## src/rtl/sw_reg_bank.sv

```systemverilog
// sw_reg_bank: Wishbone slave exposing NUM_REGS byte-maskable control registers
// plus one read-only status word at offset NUM_REGS.
module sw_reg_bank #(
  parameter int BUS_DATA_WIDTH = 32,
  parameter int BUS_ADDR_WIDTH = 8,
  parameter logic [BUS_ADDR_WIDTH-1:0] DEV_BASE_ADDR = '0,
  parameter int NUM_REGS = 4,
  parameter logic [NUM_REGS*BUS_DATA_WIDTH-1:0] RESET_VALUE = '0
) (
  input  logic                               wb_clk_i,
  input  logic                               wb_rst_i,
  input  logic                               wbs_cyc_i,
  input  logic                               wbs_stb_i,
  input  logic                               wbs_we_i,
  input  logic [BUS_DATA_WIDTH/8-1:0]        wbs_sel_i,
  input  logic [BUS_ADDR_WIDTH-1:0]          wbs_adr_i,
  input  logic [BUS_DATA_WIDTH-1:0]          wbs_dat_i,
  output logic [BUS_DATA_WIDTH-1:0]          wbs_dat_o,
  output logic                               wbs_ack_o,
  output logic                               wbs_err_o,
  output logic [NUM_REGS*BUS_DATA_WIDTH-1:0] fabric_data_o,
  output logic [NUM_REGS-1:0]                fabric_wr_o,
  input  logic [BUS_DATA_WIDTH-1:0]          fabric_status_i
);
  localparam int BYTE_ENABLES = BUS_DATA_WIDTH/8;
  localparam int IW = NUM_REGS > 1 ? $clog2(NUM_REGS) : 1;
  typedef enum logic {IDLE, RESP} state_t;
  state_t state, state_nx;
  logic [NUM_REGS-1:0][BUS_DATA_WIDTH-1:0] regs;
  logic [BUS_ADDR_WIDTH-1:0] offset;
  logic [32:0] off_x;
  logic [IW-1:0] idx;
  logic [BUS_DATA_WIDTH-1:0] wmask;
  logic in_win, req, is_status, active;
  assign offset = wbs_adr_i - DEV_BASE_ADDR;
  assign off_x = 33'(offset);
  assign in_win = wbs_adr_i >= DEV_BASE_ADDR && off_x <= 33'(NUM_REGS);
  assign active = wbs_cyc_i && wbs_stb_i;
  assign req = state == IDLE && active && in_win;
  assign is_status = off_x == 33'(NUM_REGS);
  assign idx = offset[IW-1:0];
  assign fabric_data_o = regs;
  for (genvar b = 0; b < BYTE_ENABLES; b++) begin : g_mask
    assign wmask[8*b +: 8] = {8{wbs_sel_i[b]}};
  end
  // RESP is left only once the master drops cyc or stb, so a held strobe cannot start a second access
  always_comb begin
    state_nx = req || (state == RESP && active) ? RESP : IDLE;
  end
  always_ff @(posedge wb_clk_i or posedge wb_rst_i) begin
    if (wb_rst_i) begin
      state       <= IDLE;
      wbs_ack_o   <= 1'b0;
      wbs_err_o   <= 1'b0;
      wbs_dat_o   <= '0;
      fabric_wr_o <= '0;
      regs        <= RESET_VALUE;
    end else begin
      state       <= state_nx;
      fabric_wr_o <= '0;
      if (req) begin
        wbs_ack_o <= !(is_status && wbs_we_i);
        wbs_err_o <= is_status && wbs_we_i;
        if (!wbs_we_i) begin
          wbs_dat_o <= is_status ? fabric_status_i : regs[idx];
        end else if (!is_status) begin
          regs[idx]        <= (regs[idx] & ~wmask) | (wbs_dat_i & wmask);
          fabric_wr_o[idx] <= |wbs_sel_i;
        end
      end else if (!active) begin
        wbs_ack_o <= 1'b0;
        wbs_err_o <= 1'b0;
      end
    end
  end
endmodule

```

## config.mk

```make
export PLATFORM = sky130hd
export DESIGN_NAME = sw_reg_bank
export DESIGN_NICKNAME = d
export VERILOG_FILES = /design/src/rtl/sw_reg_bank.sv
export SDC_FILE = /design/constraint.sdc
export NUM_CORES = 1
export LEC_CHECK = 0
export ABC_CLOCK_PERIOD_IN_PS = 5350
export CORE_MARGIN = 5
export CORE_UTILIZATION = 44
export DETAILED_ROUTE_END_ITERATION = 10
export PLACE_DENSITY_LB_ADDON = 0.08
export REMOVE_ABC_BUFFERS = 1
export SLEW_MARGIN = 20
export SYNTH_ARGS = -nofsm -noshare
export SYNTH_HDL_FRONTEND = slang
export SYNTH_SLANG_ARGS = --single-unit
```

## constraint.sdc

```tcl
create_clock -name wb_clk_i -period 5.35 [get_ports wb_clk_i]
set_input_delay 1.07 -clock wb_clk_i [delete_from_list [all_inputs] [get_ports wb_clk_i]]
set_output_delay 1.07 -clock wb_clk_i [all_outputs]
set_load 0.01 [all_outputs]
```

==> Word level (Yosys, flattened, before mapping) <==
Index checks and enable logic that the tools add are counted.
Widths: inputs -> output; s select.
{ "word_totals": {"ff_bits": 167, "input_bits": 81, "out_inout_bits": 166, "wordCells": 50} }
{ "op_classes": {"magnitude_cmp": 4, "eq_ne": 2, "n_mux": 15, "bitwise_logic": 8, "n_reduce_logical": 12} }
{ "op_table": {"columns": ["op", "n"], "rows": [
  ["$bwmux 128", 1],
  ["$mux 32", 3],
  ["$and 32x32->32", 2],
  ["$bmux 32 s2", 1],
  ["$demux 32 s2", 1],
  ["$not 32->32", 1],
  ["$or 32x32->32", 1],
  ["$mux 4", 3],
  ["$eq 8x3->1 const B", 1],
  ["$ge 8x1->1 const B", 1],
  ["$le 8x3->1 const B", 1],
  ["$logic_and 1x1->1", 7],
  ["$mux 1", 5],
  ["$and 4x4->4", 1],
  ["$reduce_or 4->1", 1],
  ["$lt 2x3->1 const B", 1],
  ["$not 1->1", 3],
  ["$reduce_and 3->1", 1],
  ["$demux 1 s2", 1],
  ["$ge 2x1->1 const B", 1],
  ["$ne 2x2->1 const B", 1],
  ["$reduce_and 2->1", 1],
  ["$logic_not 1->1", 1],
  ["$logic_or 1x1->1", 1]
]} }

==> Depth between registers and ports, before layout <==
Gate-level depths: netlist of run 1.
{ "depth": {"word_depth": 8, "depth_mapped": 8, "depth_no_buf": 4} }

==> Worst setup path before layout of run 1 <==
Ideal clock, no wire load.
{ "synth_timing": {"path_kind": "input port to flip-flop", "start": "input port wbs_adr_i[7]", "end": "register regs (netlist bit fabric_data_o[96])", "setup_ns": 0.128, "arrival_time_ns": 2.706, "required_ns": 5.222, "slack_ns": 2.517, "path_stages": 6, "n_path_buf": 2, "cell_sequence": "or4_1 nor4b_2 buf_4 nand4_4 buf_6 mux2_1"} }
{ "synth_via": {"elab_chain_cells": 4, "word_cells_on_any_way": 7, "cone_classes": "2 x order compare; 1 x eq/ne; 1 x bitwise; 3 x reduce/logical"} }
{ "synth_lines": {"columns": ["element", "line", "rtl"], "rows": [
  ["from (decl)", "16", "input logic [BUS_ADDR_WIDTH-1:0] wbs_adr_i,"],
  ["$ge 8x1->1 or $le 8x3->1 (tied branches)", "37", "assign in_win = wbs_adr_i >= DEV_BASE_ADDR && off_x <= 33'(NUM_REGS);"],
  ["$logic_and 1x1->1", "37", null],
  ["$logic_and 1x1->1", "39", "assign req = state == IDLE && active && in_win;"],
  ["$reduce_and 3->1 (no line) *", null, null],
  ["to (signal, indexed assignment)", "67", "regs[idx] <= (regs[idx] & ~wmask) | (wbs_dat_i & wmask);"],
  ["to (decl)", "29", "logic [NUM_REGS-1:0][BUS_DATA_WIDTH-1:0] regs;"]
]} }
Mark *: on every way between the ends. The rest lies on a longest branch, timed or not.
A chain may end at the register's enable or synchronous reset.

==> Final worst setup path of run 1 <==
{ "layout_timing": {"start": "input port wbs_adr_i[7]", "end": "register regs (netlist bit fabric_data_o[115])"} }
Same word-level chain as after synthesis.

==> results of run 1 <==
-- Yosys cell counts, types with 2 or more instances --
cell | instances | area [um^2]
or2_2 | 35 | 219
inv_1 | 33 | 124
buf_2 | 16 | 80.1
mux2i_1 | 32 | 320
a31oi_1 | 32 | 200
nand2_1 | 32 | 120
nand3_1 | 5 | 25.0
nand2b_1 | 5 | 31.3
nor2_1 | 6 | 22.5
mux2_2 | 64 | 721
nand4b_4 | 2 | 47.6
clkbuf_1 | 31 | 116
o21ai_0 | 4 | 20.0
a21oi_1 | 64 | 320
mux2_1 | 56 | 631
mux2_4 | 72 | 1080
o22ai_1 | 32 | 200
buf_6 | 9 | 101
nand4b_1 | 2 | 17.5
dfrtp_1 | 167 | 4180
-- layout by cell type (no fill, tap or decap), types with 3 or more instances in the layout --
master,Yosys,layout
or2_2,35,35
nand2b_1,5,5
mux2i_1,32,32
inv_1,33,32
a21oi_1,64,64
clkbuf_1,31,3
clkinv_4,0,3
clkbuf_16,0,17
nor2_1,6,6
clkdlybuf4s50_1,0,244
o21ai_0,4,4
nand3_1,5,5
mux2_2,64,64
clkinvlp_4,0,3
nand2_1,32,32
dfrtp_1,167,167
buf_4,1,13
mux2_1,56,56
mux2_4,72,72
a31oi_1,32,32
o22ai_1,32,32
-- cells by family after synthesis --
| family | after synthesis | synth area share |
|---|---|---|
| buf+inv | 91 | 0.0497 |
| mux | 224 | 0.316 |
| compound gates | 133 | 0.0861 |
| flops | 167 | 0.480 |
| simple gates | 98 | 0.0680 |
-- how the worst max path moves through the flow --
stage                 start                  to  slack [ns]
6_report       wbs_adr_i[7]  fabric_data_o[115]        1.54
3_3_place_gp   wbs_adr_i[7]  fabric_data_o[106]        1.14
2_1_floorplan  wbs_adr_i[7]   fabric_data_o[65]       -0.25
4_1_cts        wbs_adr_i[7]  fabric_data_o[115]        1.55
3_5_place_dp   wbs_adr_i[7]  fabric_data_o[115]        1.09
5_1_grt        wbs_adr_i[7]  fabric_data_o[115]        1.43
-- registers in the layout, indices dropped and copies added (netlist names) --
| register | count |
|---|---|
| fabric_wr_o | 4 |
| fabric_data_o | 128 |
| state | 1 |
| wbs_err_o | 1 |
| wbs_ack_o | 1 |
| wbs_dat_o | 32 |
-- power groups by stage --
stage                     clock, mW  sequential, mW  combinational [mW]
after floorplan                   0            1.37               0.134
after global placement            0            1.35               0.364
after detailed placement          0            1.35               0.370
after CTS                      1.20            1.33               0.371
after global routing           1.25            1.33               0.398
final                          1.18            1.33               0.368
-- per-layer routing --
layer / global-route usage / wire length [um] / share of wire
met1: 0.315 / 11700 / 0.43
met2: 0.406 / 13500 / 0.49
met3: 0.0563 / 1970 / 0.072
met4: 0.0648 / 181 / 0.0066
met5: 0 / 20 / 0.00073
-- through the flow --
stage | TNS (ns) | area [um^2] | hold slack, ns | setup WS, ns
after floorplan | -52.04 | 8400 | 0.486 | -0.249
after global placement | 0 | 11300 | 0.497 | 1.14
after detailed placement | 0 | 11300 | 0.503 | 1.09
after CTS | 0 | 11900 | 0.522 | 1.55
after global routing | 0 | 11900 | 0.539 | 1.43
final | 0 | 11900 | 0.515 | 1.54
-- critical path: stages --
cell	delay [ns]
clkdlybuf4s50_1	0.41
or4_1	0.59
nor4b_4	0.30
buf_4	0.47
nand4_4	0.44
buf_4	0.44
mux2_1	0.35
-- area by class of cell --
cell class | count | area (um^2) | share of cell area
sequential | 167 | 4180 | 0.352
multi-input combinational | 455 | 4110 | 0.346
timing repair buffer | 258 | 2540 | 0.215
clock buffer | 22 | 464 | 0.0391
tap | 265 | 332 | 0.0280
inverter | 34 | 133 | 0.0112
clock inverter | 10 | 97.6 | 0.00823
==> impl_metrics.json, run 1 <==
{
  "drive_gt1_frac": 0.236,
  "worstHoldStart": "fabric_data_o[60]",
  "grt_pass1_wl_mm": 41.8,
  "switching_share": 0.249,
  "cts_tree": "yes",
  "antenna_cells": 0,
  "final_util": 0.609,
  "drtAntennaViolNets": 0,
  "syn-cell-area_mm2": 0.00871,
  "postCtsSetupBuffers": 0,
  "fin_crit_ns": 3.81,
  "synth_cell_type_count": 34,
  "p_int_mw": 2.16,
  "power_frac_clock": 0.409,
  "reg2reg_depth": 6,
  "async_reset_ff_frac": 1.00,
  "grt_overflow_total": 0,
  "start_util": 0.447,
  "ioPinCount": 247,
  "yosys_warnings": 0,
  "fin_skew_ns": 0.00857,
  "outcome": "finished, final reports clean",
  "tightest_slew_ns": 0.952,
  "r2r-end": "fabric_data_o[115]",
  "holdPathStages": 1,
  "grt_max_degree": 103,
  "numPlacedInstances": 1179,
  "maxCapViolations": 0,
  "rows": 51,
  "final_hold_viol_count": 0,
  "root_buffer": "clkbuf_16",
  "cts_buffer_depth": 2,
  "antenna_found_initial": 1,
  "die_w_um": 151,
  "power_density_mw_per_mm2": 242,
  "peakVddDrop_mv": 0.200,
  "drt_iter0_drc": 351,
  "postSynthAreaPerCell_um2": 12.2,
  "grt_usage": 0.242,
  "reg2reg_setup_slack_ns": 2.63,
  "max_freq_mhz": 262,
  "critPathLaunchType": "primary input",
  "slew_headroom": 0.365,
  "p_comb_frac": 0.128,
  "cp_max_fo": 32,
  "slew_violations": 0,
  "dr_total_vias": 6663,
  "fin_nets": 1014,
  "drc_errors": 0,
  "cts_buffers": 17,
  "cts_hold_buffers": 0,
  "area_growth_pct": 36.2,
  "routedWlPerCell_um": 22.6,
  "endpoint_kind": "flip-flop",
  "synth_seq_cells": 167,
  "fill_cells": 1557,
  "grt_pass1_vias": 7207,
  "fin_crit_sh": 0.712,
  "dp_hpwl_mm": 18.1,
  "core_area_mm2": 0.0195,
  "rsz0062_at_grt": "false",
  "synth_edf_count": 0,
  "power.leakage_nw": 5.67,
  "p_switching_uw": 717,
  "firstDrtPassIters": 4,
  "yosys_most_used_dff": "dfrtp_1",
  "hold_path.class": "flip-flop to flip-flop",
  "timing.rr.start": "state",
  "cp.required_ns": 5.64,
  "hold_path_end": "fabric_data_o[60]",
  "gp_congestion": 0.831,
  "ctsHtreeMaxLevel": 4,
  "stdcell_count": 1211,
  "wl_mm": 27.3,
  "synthCells": 713,
  "seq_area_frac_synth": 0.480,
  "clk_pin_slew_ns": 0.06,
  "die_area_mm2": 0.0227,
  "crit_type": "primary input to flip-flop",
  "cts_sinks": 167,
  "power_mw": 2.87,
  "setup_viol_count_final": 0,
  "clk_latency_ns": 0.42,
  "portBuffers": 246,
  "power_frac_seq": 0.463,
  "die_h_um": 151,
  "cp_data_arrival_time_ns": 4.10,
  "cts_resized": 0,
  "via_per_inst": 5.50
}
Power figures use the tool's default switching activity.
==> inputs of run 2 (changes only) <==
--- a/config.mk
+++ b/config.mk
@@ -5,9 +5,9 @@
 export SDC_FILE = /design/constraint.sdc
 export NUM_CORES = 1
 export LEC_CHECK = 0
-export ABC_CLOCK_PERIOD_IN_PS = 5350
+export ABC_CLOCK_PERIOD_IN_PS = 3560
 export CORE_MARGIN = 5
-export CORE_UTILIZATION = 44
+export CORE_UTILIZATION = 48
 export DETAILED_ROUTE_END_ITERATION = 10
 export PLACE_DENSITY_LB_ADDON = 0.08
 export REMOVE_ABC_BUFFERS = 1
==> constraint.sdc (replaced) <==
create_clock -name wb_clk_i -period 3.56 [get_ports wb_clk_i]
set_input_delay 0.712 -clock wb_clk_i [delete_from_list [all_inputs] [get_ports wb_clk_i]]
set_output_delay 0.712 -clock wb_clk_i [all_outputs]
set_load 0.01 [all_outputs]
==> run 2 against run 1 <==
Net effect:
- hold slack improved by 0.0039 ns
- highest routed layer is now met4
- core utilization increased by 6.1 points
- critical path depth did not move
- clock power is 66% higher
- sequential power rose by 50%
- total power grew 57%
- non-clock buffer count rose by 11
- sequential cell count stayed put
- setup slack lost 0.84 ns
- combinational power increased by 51%
- largest power group unchanged
==> impl_metrics.json, run 2 (synthesis results as in run 1) <==
{
  "firstDrtPassIters": 4,
  "critPathBufInv": 3,
  "holdPathStages": 1,
  "postCtsSetupBuffers": 0,
  "fin_nets": 1025,
  "die_area_mm2": 0.0209,
  "antenna_cells": 0,
  "rsz0062_at_grt": "false",
  "die_h_um": 145,
  "fill_cells": 1344,
  "worstPathCellList": "clkdlybuf4s50_1 -> or4_1 -> nor4b_4 -> buf_12 -> nand4_4 -> buf_4 -> mux2_1",
  "ctsHtreeMaxLevel": 4,
  "setup_viol_count_final": 0,
  "reg2reg_depth": 6,
  "final_util": 0.671,
  "fin_crit_sh": 0.803,
  "root_buffer": "clkbuf_16",
  "grt_overflow_total": 0,
  "wl_mm": 26.5,
  "power_density_mw_per_mm2": 376,
  "via_per_inst": 5.62,
  "start_util": 0.486,
  "cp_slowest_cell": "or4_1",
  "endpoint_kind": "flip-flop",
  "cp_max_fo": 30,
  "grt_pass1_vias": 7247,
  "drtAntennaViolNets": 0,
  "dp_hpwl_mm": 17.9,
  "reg2reg_setup_slack_ns": 1.50,
  "final_hold_viol_count": 0,
  "hold_path.class": "flip-flop to flip-flop",
  "drive_gt1_frac": 0.245,
  "clk_latency_ns": 0.43,
  "antenna_found_initial": 0,
  "gp_congestion": 0.847,
  "cts_buffers": 17,
  "fin_crit_ns": 2.86,
  "rows": 49,
  "tightest_slew_ns": 0.786,
  "cts_sinks": 167,
  "slew_violations": 0,
  "drt_iter0_drc": 362,
  "critPathTopFamily": "simple AND/OR/NAND/NOR gates",
  "die_w_um": 145,
  "cts_hold_buffers": 0,
  "drc_errors": 0,
  "core_area_mm2": 0.0179,
  "clk_pin_slew_ns": 0.07,
  "grt_pass1_wl_mm": 40.7,
  "cts_buffer_depth": 2,
  "ioPinCount": 247,
  "area_growth_pct": 37.9,
  "outcome": "finished, final reports clean",
  "fin_skew_ns": 0.0110,
  "critPathLaunchType": "primary input",
  "worstHoldStart": "fabric_data_o[40]",
  "routedWlPerCell_um": 22.4,
  "max_freq_mhz": 350,
  "dr_total_vias": 6668,
  "largest_register_ffs": 128,
  "critPathLaunch": "wbs_adr_i[7]",
  "cp.required_ns": 3.87,
  "post_dp_cell_area_mm2": 0.0114,
  "portBuffers": 246,
  "grt_use_met2": 0.419,
  "cts_resized": 0,
  "design_area_mm2": 0.0120,
  "crit_type": "primary input to flip-flop",
  "grt_usage": 0.254,
  "timing.rr.start": "state",
  "top_usage_layer": "met2",
  "max_stage_delay_ns": 0.62,
  "layout_commonest_cell": "clkdlybuf4s50_1",
  "power.leakage_nw": 5.77,
  "peakVddDrop_mv": 0.352,
  "maxCapViolations": 0,
  "r2r-end": "fabric_data_o[117]",
  "grt_max_degree": 85,
  "cts_tree": "yes",
  "grt_use_met1": 0.338,
  "grt_use_met3": 0.0608,
  "cp_data_arrival_time_ns": 3.17,
  "hold_path_end": "fabric_data_o[40]",
  "slew_headroom": 0.476,
  "final_cell_mix": "clkdlybuf4s50_1 (244), dfrtp_1 (167), mux2_4 (72), mux2_2 (64), a21oi_1 (64)",
  "power_mw": 4.51
}
-- run 2: cell types whose count changed in the layout (fill, tap and decap cells not counted), sizes merged --
cell / change
buf: +11
clkbuf: -2
bufinv: +3
clkinvlp: -1
-- run 2: stage by stage --
stage	hold WS [ns]	TNS [ns]	cells	setup WS (ns)
2_1_floorplan	0.486	-512.65	656	-1.68
3_3_place_gp	0.498	0	1154	0.302
3_5_place_dp	0.502	0	1154	0.270
4_1_cts	0.516	0	1186	0.713
5_1_grt	0.545	0	1186	0.642
6_report	0.519	0	1186	0.701
-- run 2: metal layers --
layer  wire length [um]  share of wire
met1              11100           0.42
met2              13100           0.49
met3               2020          0.076
met4                318          0.012
met5                  0              0
-- run 2: final cells by class --
| cell class | instances | area (um^2) | share of cell area |
|---|---|---|---|
| Clock inverter | 12 | 176 | 0.0147 |
| Sequential cell | 167 | 4180 | 0.348 |
| Multi-Input combinational cell | 455 | 4110 | 0.342 |
| Tap cell | 229 | 287 | 0.0239 |
| Inverter | 34 | 133 | 0.0110 |
| Clock buffer | 20 | 437 | 0.0364 |
| Timing Repair Buffer | 269 | 2690 | 0.224 |
-- run 2: worst max path at each step --
stage | to | depth (start not counted)
global route | fabric_data_o[116] | 7
finish | fabric_data_o[117] | 7
detailed placement | fabric_data_o[117] | 7
global placement | fabric_data_o[106] | 7
CTS | fabric_data_o[117] | 7
floorplan | fabric_data_o[65] | 4
-- run 2: where the power goes --
part | total [mW] | switching [mW] | internal [mW]
Sequential | 2.00 | 0.0460 | 1.96
Combinational | 0.555 | 0.267 | 0.288
Clock | 1.96 | 0.782 | 1.18
Total | 4.51 | 1.10 | 3.42
